`config.mk`:
```
export PLATFORM = sky130hd
export DESIGN_NAME = ifetch_prefetch
export DESIGN_NICKNAME = d
export VERILOG_FILES = /design/src/rtl/ifetch_prefetch.sv
export SDC_FILE = /design/constraint.sdc
export NUM_CORES = 1
export LEC_CHECK = 0
export ABC_AREA = 1
export CELL_PAD_IN_SITES_DETAIL_PLACEMENT = 0
export CELL_PAD_IN_SITES_GLOBAL_PLACEMENT = 1
export CORE_ASPECT_RATIO = 0.8
export CORE_MARGIN = 10
export CORE_UTILIZATION = 45
export CTS_CLUSTER_SIZE = 14
export DETAILED_ROUTE_END_ITERATION = 12
export GPL_TIMING_DRIVEN = 0
export HOLD_SLACK_MARGIN = 0.06
export MAX_ROUTING_LAYER = met4
export PLACE_DENSITY_LB_ADDON = 0.1
export SETUP_SLACK_MARGIN = 0.05
export SLEW_MARGIN = 20
export SYNTH_ARGS = -nofsm -noshare
export SYNTH_HDL_FRONTEND = slang
export SYNTH_SLANG_ARGS = --single-unit
```
`constraint.sdc`:
```
create_clock -name clk -period 6.8 [get_ports clk]
set_clock_uncertainty 0.2 [all_clocks]
set_input_delay 0.68 -clock clk [delete_from_list [all_inputs] [get_ports clk]]
set_output_delay 0.68 -clock clk [all_outputs]
set_load 0.005 [all_outputs]
```
`src/rtl/ifetch_prefetch.sv`:
```
// Instruction fetch stage with a two-entry buffer: CUR holds the demand-fetched
// word, NXT holds a sequential prefetch of CUR+1, filled over a req/ack memory port.
module ifetch_prefetch #(
  parameter int unsigned TIMEOUT = 255
) (
  input  logic        clk,
  input  logic        rst,
  input  logic [15:0] pc,
  input  logic        flush,
  output logic [15:0] instruction,
  output logic        instr_valid,
  output logic        mem_req,
  output logic [15:0] mem_addr,
  input  logic        mem_ack,
  input  logic [15:0] mem_rdata,
  output logic        fetch_err
);

  localparam int unsigned AW = 16;
  localparam int unsigned DW = 16;
  localparam int unsigned CW = 8;

  typedef enum logic [1:0] {IDLE, DEMAND, PREFETCH, ERR} state_t;

  state_t          state, state_nx;
  logic            cur_v, cur_v_nx, nxt_v, nxt_v_nx;
  logic [AW-1:0]   cur_a, cur_a_nx, nxt_a, nxt_a_nx;
  logic [DW-1:0]   cur_d, cur_d_nx, nxt_d, nxt_d_nx;
  logic [AW-1:0]   req_addr, req_addr_nx;
  logic [AW-1:0]   mem_addr_nx;
  logic            mem_req_nx, fetch_err_nx;
  logic [CW-1:0]   cnt, cnt_nx;
  logic            drop, drop_nx;
  logic            hit_c, hit_n, ack_cycle;

  assign hit_c     = cur_v && (cur_a == pc);
  assign hit_n     = nxt_v && (nxt_a == pc);
  assign ack_cycle = mem_ack && ((state == DEMAND) || (state == PREFETCH));

  assign instr_valid = (hit_c || hit_n) && (state != ERR);
  assign instruction = !instr_valid ? '0 : (hit_c ? cur_d : nxt_d);

  // State register
  always_ff @(posedge clk or posedge rst) begin
    if (rst) begin
      state     <= IDLE;
      cur_v     <= 1'b0;
      cur_a     <= '0;
      cur_d     <= '0;
      nxt_v     <= 1'b0;
      nxt_a     <= '0;
      nxt_d     <= '0;
      req_addr  <= '0;
      mem_req   <= 1'b0;
      mem_addr  <= '0;
      fetch_err <= 1'b0;
      cnt       <= '0;
      drop      <= 1'b0;
    end else begin
      state     <= state_nx;
      cur_v     <= cur_v_nx;
      cur_a     <= cur_a_nx;
      cur_d     <= cur_d_nx;
      nxt_v     <= nxt_v_nx;
      nxt_a     <= nxt_a_nx;
      nxt_d     <= nxt_d_nx;
      req_addr  <= req_addr_nx;
      mem_req   <= mem_req_nx;
      mem_addr  <= mem_addr_nx;
      fetch_err <= fetch_err_nx;
      cnt       <= cnt_nx;
      drop      <= drop_nx;
    end
  end

  // Next-state, buffer update and request issue
  always_comb begin
    state_nx     = state;
    cur_v_nx     = cur_v;
    cur_a_nx     = cur_a;
    cur_d_nx     = cur_d;
    nxt_v_nx     = nxt_v;
    nxt_a_nx     = nxt_a;
    nxt_d_nx     = nxt_d;
    req_addr_nx  = req_addr;
    mem_req_nx   = mem_req;
    mem_addr_nx  = mem_addr;
    fetch_err_nx = fetch_err;
    cnt_nx       = cnt;
    drop_nx      = drop;

    // Promote NXT to CUR once the core moves onto it; held off while a fill lands
    if ((state != ERR) && hit_n && !hit_c && !flush && !ack_cycle) begin
      cur_v_nx = 1'b1;
      cur_a_nx = nxt_a;
      cur_d_nx = nxt_d;
      nxt_v_nx = 1'b0;
    end

    case (state)
      IDLE: begin
        if (!flush) begin
          if (!hit_c && !hit_n) begin
            mem_req_nx  = 1'b1;
            mem_addr_nx = pc;
            req_addr_nx = pc;
            cnt_nx      = '0;
            drop_nx     = 1'b0;
            state_nx    = DEMAND;
          end else if (hit_c && !(nxt_v && (nxt_a == cur_a + 16'd1))) begin
            mem_req_nx  = 1'b1;
            mem_addr_nx = cur_a + 16'd1;
            cnt_nx      = '0;
            drop_nx     = 1'b0;
            state_nx    = PREFETCH;
          end
        end
      end
      DEMAND, PREFETCH: begin
        if (mem_ack) begin
          mem_req_nx = 1'b0;
          drop_nx    = 1'b0;
          state_nx   = IDLE;
          if (!drop && !flush) begin
            if (state == DEMAND) begin
              cur_v_nx = 1'b1;
              cur_a_nx = req_addr;
              cur_d_nx = mem_rdata;
            end else begin
              nxt_v_nx = 1'b1;
              nxt_a_nx = mem_addr;
              nxt_d_nx = mem_rdata;
            end
          end
        end else if (cnt == CW'(TIMEOUT - 1)) begin
          mem_req_nx   = 1'b0;
          fetch_err_nx = 1'b1;
          state_nx     = ERR;
        end else begin
          cnt_nx = cnt + 8'd1;
          if (flush) drop_nx = 1'b1;
        end
      end
      default: begin
        state_nx = ERR;
      end
    endcase

    if (flush && (state != ERR)) begin
      cur_v_nx = 1'b0;
      nxt_v_nx = 1'b0;
    end
  end

endmodule

```
* Yosys cells after proc, flatten, opt, wreduce, memory -nomap -nowiden
Cells that the tools add are included.
Word-level totals: register bits after elaboration 111, input port bits 36
Cells by class: add/sub/neg operators 2, equal/unequal tests 14, muxes and demuxes 51, bitwise gates (word level) 3, reductions and logical operators 33
Operators with widths (number):
- 16-bit 2-to-1 mux | 14
- 16-bit == test | 3
- 8-bit 2-to-1 mux | 5
- 1-bit 2-to-1 mux | 23
- 16-bit by 1-bit adder with 16-bit output (second input constant) | 1
- 8-bit one-hot mux with 2 select lines | 1
- 1-bit logical AND | 13
- 3-bit inequality test (second input constant) | 4
- 3-bit AND reduction | 4
- 2-bit 2-to-1 mux | 5
- 5-bit AND reduction | 2
- 8-bit by 1-bit adder with 8-bit output (second input constant) | 1
- 8-bit == test (second input constant) | 1
- 2-bit inequality test (second input constant) | 4
- 4-bit AND reduction | 2
- 1-bit zero test | 6
- 1-bit one-hot mux with 2 select lines | 2
- 2-bit one-hot mux with 2 select lines | 1
- 2-bit nonzero test | 2
- 1-bit NOT | 3
- 2-bit by 1-bit == test with 1-bit output (second input constant) | 1
- 2-bit == test (second input constant) | 1
- 2-bit zero test | 1
- 1-bit logical OR | 2
- 2-bit OR reduction | 1

* Logic depth before layout (Yosys ltp)
Gate-level depths: netlist of run 1.
word-level depth 12, gate-level depth with buffers 17, gate-level depth less buffers 16

* Worst setup path before layout of run 1
OpenSTA, ideal clock, no wires.
kind input to output, start input port pc[1], end output port instruction[10], arrival time 1.923 ns, required time 5.920 ns, setup slack 3.997 ns, stages 12, path buffers 1, cell sequence inv_1 > nor2_1 > inv_1 > nand2_1 > nor2_1 > nand2_1 > nor3_1 > nand3_2 > inv_2 > buf_2 > nand2_1 > a21oi_1
Between the ends: longest elaborated chain between the ends 5, elaborated cells on any way between the ends 8, those cells by class 2 x eq/ne; 2 x mux; 4 x reduce/logical
RTL lines:
- start: declaration | RTL line 8 | input logic [15:0] pc,
- 16-bit == test (on tied branches) | RTL line 36, 37
- 1-bit logical AND (on tied branches) | RTL line 36, 37
- 1-bit logical OR | RTL line 40 | assign instr_valid = (hit_c || hit_n) && (state != ERR);
- 1-bit logical AND | RTL line 40
- 16-bit 2-to-1 mux * | RTL line 41 | assign instruction = !instr_valid ? '0 : (hit_c ? cur_d : nxt_d);
- end: declaration | RTL line 10 | output logic [15:0] instruction,
Mark *: on every way between the ends. The rest lies on a longest branch, timed or not.

* Worst setup path in the final report of run 1
start input port pc[15], end output port instruction[11]
Same word-level chain as after synthesis.

==> results of run 1 <==
## layer usage
| metal | up-vias | wire [um] |
|---|---|---|
| li1 | 3206 | - |
| met1 | 2999 | 10900 |
| met2 | 277 | 8700 |
| met3 | 21 | 2110 |
| met4 | 0 | 275 |
| met5 | - | 0 |
## metrics by stage
stage | power (mW) | cells | utilization
5_1_grt | 3.46 | 1190 | 0.551
6_report | 3.19 | 1190 | 0.551
2_1_floorplan | 2.16 | 919 | -
3_5_place_dp | 2.65 | 1174 | 0.531
4_1_cts | 3.18 | 1190 | 0.551
3_3_place_gp | 2.62 | 1173 | 0.529
## synthesized netlist by cell type (2+ instances only)
cell type,n,area (sq um)
sky130_fd_sc_hd__and3_1,3,18.8
sky130_fd_sc_hd__inv_1,96,360
sky130_fd_sc_hd__buf_2,13,65.1
sky130_fd_sc_hd__xnor2_1,6,52.6
sky130_fd_sc_hd__nor4_1,3,18.8
sky130_fd_sc_hd__buf_6,3,33.8
sky130_fd_sc_hd__nor3b_1,2,15.0
sky130_fd_sc_hd__nand2_2,5,31.3
sky130_fd_sc_hd__clkbuf_1,19,71.3
sky130_fd_sc_hd__buf_1,5,18.8
sky130_fd_sc_hd__nor2_2,2,12.5
sky130_fd_sc_hd__xor2_1,11,96.3
sky130_fd_sc_hd__nand2_1,267,1000
sky130_fd_sc_hd__nand3_2,3,30.0
sky130_fd_sc_hd__buf_4,2,15.0
sky130_fd_sc_hd__a21oi_1,25,125
sky130_fd_sc_hd__o21ai_0,43,215
sky130_fd_sc_hd__nand3_1,59,295
sky130_fd_sc_hd__nor2_4,3,33.8
sky130_fd_sc_hd__nor3_1,11,55.1
sky130_fd_sc_hd__nor2_1,52,195
sky130_fd_sc_hd__inv_2,10,37.5
sky130_fd_sc_hd__nand3b_1,4,30.0
sky130_fd_sc_hd__dfrtp_1,111,2780
sky130_fd_sc_hd__a31oi_1,18,113
sky130_fd_sc_hd__ha_1,6,75.1
sky130_fd_sc_hd__mux2_2,16,180
sky130_fd_sc_hd__or2_2,3,18.8
sky130_fd_sc_hd__o21ai_1,49,245
sky130_fd_sc_hd__nand4_1,60,375
## cells by family (layout without fill, tap and decap cells)
logic type                 count (synthesis)  count (layout)  synth area share
DFF                                      111             111             0.414
adders and majority gates                  6               6            0.0112
AOI/OAI and AO/OA                        139             139             0.109
buffers and inverters                    149             236            0.0903
muxes                                     16              16            0.0269
xor gates and xnor gates                  18              18            0.0256
and+or+nand+nor                          480             480             0.322
## state kept, by name (all words and copies together) (netlist names), 2 cells and up
register  cells
cur_d        16
req_addr     16
mem_addr     16
nxt_d        16
cur_a        16
nxt_a        16
cnt           8
state         2
## area by class of cell
| cell class | instances | area, sq um |
|---|---|---|
| inverter | 107 | 407 |
| timing repair buffer | 71 | 728 |
| fill | 1474 | 6490 |
| clock inverter | 7 | 63.8 |
| buffer | 42 | 204 |
| tap | 184 | 230 |
| clock buffer | 9 | 225 |
| multi-input combinational | 659 | 3320 |
| sequential | 111 | 2780 |
## worst max-delay path by stage
stage | cells after the start | end | from
CTS | 11 | instruction[11] | pc[15]
global placement | 2 | cur_a[11]$_DFF_PP0_ | rst
global route | 11 | instruction[11] | pc[15]
detailed placement | 11 | instruction[11] | pc[15]
floorplan | 1 | cnt[0]$_DFFE_PP0P_ | rst
finish | 11 | instruction[11] | pc[15]
## critical path, stage by stage
cell,delay [ns]
sky130_fd_sc_hd__clkdlybuf4s50_1,0.66
sky130_fd_sc_hd__inv_1,0.20
sky130_fd_sc_hd__nand2_1,0.13
sky130_fd_sc_hd__o21ai_0,0.09
sky130_fd_sc_hd__nor3_1,0.29
sky130_fd_sc_hd__nand4_1,0.23
sky130_fd_sc_hd__o21ai_0,0.18
sky130_fd_sc_hd__nand2_1,0.31
sky130_fd_sc_hd__clkbuf_1,0.33
sky130_fd_sc_hd__a21oi_1,0.25
sky130_fd_sc_hd__clkdlybuf4s50_1,0.54
## power by group through the flow
stage	clock network [mW]	logic, mW	registers [mW]
finish	0.518	1.41	1.26
global route	0.556	1.60	1.30
CTS	0.534	1.40	1.25
detailed placement	0	1.39	1.26
global placement	0	1.37	1.25
floorplan	0	0.988	1.17
==> PnR_summary.wiki, run 1 <==
{| class="wikitable"
! Metric !! Value
|-
| First-iteration detailed-routing DRC count || 602
|-
| Number of sinks driven by the clock tree || 111
|-
| Net switching fraction of the power || 0.442
|-
| Internal power of the cells || 1.78 mW
|-
| Setup slack, reg-to-reg || 3.91 ns
|-
| Post-route minimum period || 4.78 ns
|-
| Critical register-to-register path endpoint || mem_addr[7]$_DFFE_PP0P_
|-
| Post-layout worst setup margin || 2.02 ns
|-
| Sequential area share after synthesis || 0.414
|-
| Vias after detailed routing || 6503
|-
| Number of iterations in the first detailed-routing pass || 8
|-
| Number of buffers inserted by hold repair at cts || 0
|-
| Detailed-placement wirelength estimate || 16700 um
|-
| I/O Buffers || 70
|-
| Clock insertion delay at the later pin of the skew report || 0.37 ns
|-
| Library cell used as clock root buffer || sky130_fd_sc_hd__clkbuf_16
|-
| Period utilisation layout || 0.703
|-
| Switching power of the nets || 1.41 mW
|-
| Number of antenna violations at the first check in global routing || 0
|-
| Met2 GRT Util || 0.297
|-
| P&R area growth vs syn || 18.7%
|-
| Startpoint of the tightest hold check path || mem_req$_DFFE_PP0P_
|-
| Most common cell after layout, fill and taps aside || sky130_fd_sc_hd__nand2_1
|-
| Pin count of the biggest net entering global routing || 80
|-
| Static leakage || 3.82 nW
|-
| Num rows || 39
|-
| TritonCTS Buffers || 9
|-
| Type of element capturing the critical path || primary output
|-
| Die width || 156 um
|-
| Maxcap violations || 0
|-
| Post-route antenna net violation count || 0
|-
| Finished Cell Area || 0.00796 sq mm
|-
| Setup TNS || 0 ns
|-
| Most frequent cells in the layout || sky130_fd_sc_hd__nand2_1, sky130_fd_sc_hd__dfrtp_1, sky130_fd_sc_hd__inv_1
|-
| Number of antenna repair diodes || 0
|-
| Worst Hold End || mem_req$_DFFE_PP0P_
|-
| Number of gates given a new drive strength after cts || 0
|-
| Total count of max-transition violations in the final report || 0
|-
| Total number of nets in the final design || 1043
|-
| Final setup vio count || 0
|-
| Warning count from the yosys run || 0
|-
| Wire length of the first global-routing pass || 34600 um
|-
| Synth Instances || 919
|-
| Max IR drop VDD || 0.198 mV
|-
| Post-detailed-placement cell area || 0.00767 sq mm
|-
| Synth Register Bits || 111
|-
| Area of the die || 0.0202 sq mm
|-
| DR WL/cell || 18.4 um
|-
| R2R cell count || 12
|-
| Share of total power in sequential cells || 0.395
|-
| Grt peak-use layer || met1
|-
| Vias in the first global route || 6128
|-
| Global routing usage summed across all routing layers || 0.225
|-
| Headroom to the max-slew limit || 0.506
|-
| Critical-path maximum fanout || 10
|-
| Maximum level of the CTS H-tree || 3
|-
| Actual transition at the worst max-transition pin || 0.741 ns
|-
| Critical path class || in -> out
|-
| Unrepaired setup endpoints after global routing || no
|-
| Final weighted congestion in routability-driven placement || 0.995
|-
| Portion of total power attributed to combinational logic || 0.442
|-
| Part of the total power dissipated in the clock network || 0.163
|-
| Number of DRC violations after detailed routing || 0
|-
| Die span in y || 129 um
|-
| Global Route met3 Usage || 0.0655
|-
| Required time worst endpoint || 5.92 ns
|-
| Crit Reg-Reg Startpoint || cur_a[0]$_DFF_PP0_
|-
| Clock Pin Slew Worst Setup and Hold Paths || 0.08 ns
|-
| Via-per-instance ratio || 5.46
|-
| Final count of hold timing violations || 0
|-
| Top-level port count || 71
|-
| Maximum achievable frequency || 209 MHz
|-
| Worst hold slack after final layout || 0.275 ns
|-
| Tightest Hold Check Type || reg -> reg
|-
| Outcome || finished, final reports clean
|-
| Buffers inserted during post-CTS setup optimization || 0
|-
| Final global-route overflow total || 0
|-
| CTS tree || yes
|-
| Clk buf depth || 2
|-
| Startpoint types || input port
|-
| Cell count of the worst hold path || 2
|-
| Endpoint arrival time on the critical path || 3.90 ns
|-
| Prevailing post-synth register cell || sky130_fd_sc_hd__dfrtp_1
|-
| Worst Setup Slack post-DPL || 2.22 ns
|-
| EDFF count, synth || 0
|-
| Post-synthesis cell type count || 39
|-
| Synthesized area divided by synthesized cell count || 7.30 sq um
|-
| Sum of routed wire length over all layers || 21900 um
|-
| Net count after synthesis || 961
|-
| Cell area after synthesis || 0.00671 sq mm
|-
| Power Density || 400 mW/mm^2
|-
| Share of cells above drive strength 1 || 0.0795
|-
| Fraction of synthesis flops using an asynchronous set or reset pin || 1.00
|-
| Initial standard-cell utilization of the core || 0.464
|-
| Met1 track demand over resource in global routing || 0.328
|-
| Floorplan core area || 0.0144 sq mm
|}
Power figures use the tool's default switching activity.
==> run 2, diff against run 1 <==
--- a/config.mk
+++ b/config.mk
@@ -10,7 +10,7 @@
 export CELL_PAD_IN_SITES_GLOBAL_PLACEMENT = 1
 export CORE_ASPECT_RATIO = 0.8
 export CORE_MARGIN = 10
-export CORE_UTILIZATION = 45
+export CORE_UTILIZATION = 42
 export CTS_CLUSTER_SIZE = 14
 export DETAILED_ROUTE_END_ITERATION = 12
 export GPL_TIMING_DRIVEN = 0
==> constraint.sdc (replaced) <==
create_clock -name clk -period 4.65 [get_ports clk]
set_clock_uncertainty 0.2 [all_clocks]
set_input_delay 0.465 -clock clk [delete_from_list [all_inputs] [get_ports clk]]
set_output_delay 0.465 -clock clk [all_outputs]
set_load 0.005 [all_outputs]
==> PnR_summary.wiki, run 2 (synthesis results as in run 1) <==
{| class="wikitable"
! Metric !! Value
|-
| Maximum achievable frequency || 233 MHz
|-
| Most common cell after layout, fill and taps aside || sky130_fd_sc_hd__nand2_1
|-
| Post-route minimum period || 4.30 ns
|-
| Library cell used as clock root buffer || sky130_fd_sc_hd__clkbuf_16
|-
| Number of gates given a new drive strength after cts || 0
|-
| Post-route antenna net violation count || 0
|-
| Portion of total power attributed to combinational logic || 0.439
|-
| Part of the total power dissipated in the clock network || 0.171
|-
| First-iteration detailed-routing DRC count || 631
|-
| Detailed-placement wirelength estimate || 16900 um
|-
| Outcome || finished, final reports clean
|-
| Internal power of the cells || 2.61 mW
|-
| CTS tree || yes
|-
| Setup slack, reg-to-reg || 1.76 ns
|-
| Static leakage || 3.83 nW
|-
| Number of DRC violations after detailed routing || 0
|-
| I/O Buffers || 70
|-
| Sum of routed wire length over all layers || 22400 um
|-
| Grt peak-use layer || met1
|-
| Number of iterations in the first detailed-routing pass || 5
|-
| Tightest Hold Check Type || reg -> reg
|-
| Met2 GRT Util || 0.275
|-
| Cell family with the largest share of critical-path delay || buffers and inverters
|-
| Number of sinks driven by the clock tree || 111
|-
| Most frequent cells in the layout || sky130_fd_sc_hd__nand2_1, sky130_fd_sc_hd__dfrtp_1, sky130_fd_sc_hd__inv_1
|-
| Clock insertion delay at the later pin of the skew report || 0.37 ns
|-
| DR WL/cell || 18.4 um
|-
| # placed instances || 1205
|-
| Initial standard-cell utilization of the core || 0.427
|-
| Number of antenna repair diodes || 0
|-
| Global Route met3 Usage || 0.0366
|-
| Headroom to the max-slew limit || 0.467
|-
| Floorplan core area || 0.0157 sq mm
|-
| Power Density || 587 mW/mm^2
|-
| Max IR drop VDD || 0.357 mV
|-
| P&R area growth vs syn || 19.6%
|-
| Vias in the first global route || 6030
|-
| Met1 track demand over resource in global routing || 0.335
|-
| Combined buffer and inverter count along the critical path || 4
|-
| Maximum level of the CTS H-tree || 3
|-
| Slowest stage delay, CP || 0.64 ns
|-
| Clock Pin Slew Worst Setup and Hold Paths || 0.08 ns
|-
| Num rows || 41
|-
| Critical path class || in -> out
|-
| Clk buf depth || 2
|-
| Net switching fraction of the power || 0.445
|-
| Vias after detailed routing || 6524
|-
| Final global-route overflow total || 0
|-
| Final setup vio count || 0
|-
| Required time worst endpoint || 3.98 ns
|-
| Via-per-instance ratio || 5.34
|-
| Die span in y || 133 um
|-
| Startpoint types || input port
|-
| Number of antenna violations at the first check in global routing || 0
|-
| Critical path's slowest cell || sky130_fd_sc_hd__clkdlybuf4s50_1
|-
| Critical-path maximum fanout || 10
|-
| Die width || 161 um
|-
| Area of the die || 0.0214 sq mm
|-
| Share of cells above drive strength 1 || 0.0795
|-
| TritonCTS Buffers || 9
|-
| Total number of nets in the final design || 1043
|-
| Wire length of the first global-routing pass || 35400 um
|-
| Switching power of the nets || 2.10 mW
|-
| Post-route insts no fill || 1221
|-
| Maxcap violations || 0
|-
| Top-level port count || 71
|-
| Type of element capturing the critical path || primary output
|-
| Actual transition at the worst max-transition pin || 0.799 ns
|-
| Post-detailed-placement cell area || 0.00771 sq mm
|-
| Final weighted congestion in routability-driven placement || 0.970
|-
| Buffers inserted during post-CTS setup optimization || 0
|-
| Period utilisation layout || 0.925
|-
| Endpoint arrival time on the critical path || 3.63 ns
|-
| Share of total power in sequential cells || 0.390
|-
| Pin count of the biggest net entering global routing || 61
|-
| Total count of max-transition violations in the final report || 0
|-
| Number of buffers inserted by hold repair at cts || 0
|-
| Global routing usage summed across all routing layers || 0.215
|-
| Finished Cell Area || 0.00802 sq mm
|-
| Final count of hold timing violations || 0
|-
| Unrepaired setup endpoints after global routing || no
|-
| Critical-path cell list || clkdlybuf4s50_1, inv_1, nand2_1, o21ai_0, nor3_1, nand4_1, o21ai_0, nand2_1, clkbuf_1, a21oi_1, clkdlybuf4s50_1
|}
## run 2: cell count changes in the layout (fill, tap and decap cells not counted), sizes merged
cell    previous run  this run
inv              110       111
clkinv             4         3
## run 2: power by group through the flow
stage | sequential (mW) | combinational (mW) | clock, mW
4_1_cts | 1.82 | 2.05 | 0.825
3_5_place_dp | 1.83 | 2.04 | 0
2_1_floorplan | 1.71 | 1.44 | 0
5_1_grt | 1.90 | 2.35 | 0.865
3_3_place_gp | 1.83 | 2.02 | 0
6_report | 1.84 | 2.06 | 0.805
## run 2: per-layer routing
| layer | wire (um) | up-vias | part of all wire |
|---|---|---|---|
| met2 | 8920 | 262 | 0.40 |
| met1 | 11600 | 3044 | 0.52 |
| met5 | 0 | - | 0 |
| met4 | 204 | 0 | 0.0091 |
| met3 | 1740 | 13 | 0.078 |
| li1 | - | 3205 | - |
## run 2: final cells by class
| type | instances | area [sq um] |
|---|---|---|
| fill | 1623 | 7680 |
| multi-input combinational | 659 | 3320 |
| sequential | 111 | 2780 |
| timing repair buffer | 71 | 728 |
| inverter | 107 | 407 |
| tap | 215 | 269 |
| clock buffer | 9 | 225 |
| buffer | 42 | 204 |
| clock inverter | 7 | 83.8 |
## run 2: worst min-delay path: stages (launching register included)
cell and delay, ns:
sky130_fd_sc_hd__dfrtp_1 0.35, sky130_fd_sc_hd__inv_1 0.04, sky130_fd_sc_hd__nand2_1 0.05
## run 2: worst paths after layout
check | start | end | cells after the start
worst max-delay path | pc[15] | instruction[12] | 11
worst min-delay path | fetch_err$_DFFE_PP0P_ | fetch_err$_DFFE_PP0P_ | 2
worst max register to register | cur_a[0]$_DFF_PP0_ | mem_addr[7]$_DFFE_PP0P_ | 15
worst min register to register | fetch_err$_DFFE_PP0P_ | fetch_err$_DFFE_PP0P_ | 2
max in group asynchronous | rst | mem_addr[15]$_DFFE_PP0P_ | 3
min in group asynchronous | rst | nxt_d[4]$_DFFE_PP0P_ | 2
## run 2: per-stage QoR
| stage | hold WS, ns | utilization | setup TNS (ns) | power [mW] | setup WS (ns) |
|---|---|---|---|---|---|
| after floorplan | 0.242 | - | 0 | 3.15 | 1.05 |
| after global placement | 0.247 | 0.489 | -78.71 | 3.85 | -0.719 |
| after detailed placement | 0.249 | 0.491 | 0 | 3.87 | 0.468 |
| after CTS | 0.279 | 0.511 | 0 | 4.70 | 0.460 |
| after global routing | 0.300 | 0.511 | 0 | 5.11 | 0.315 |
| final | 0.272 | 0.511 | 0 | 4.71 | 0.350 |
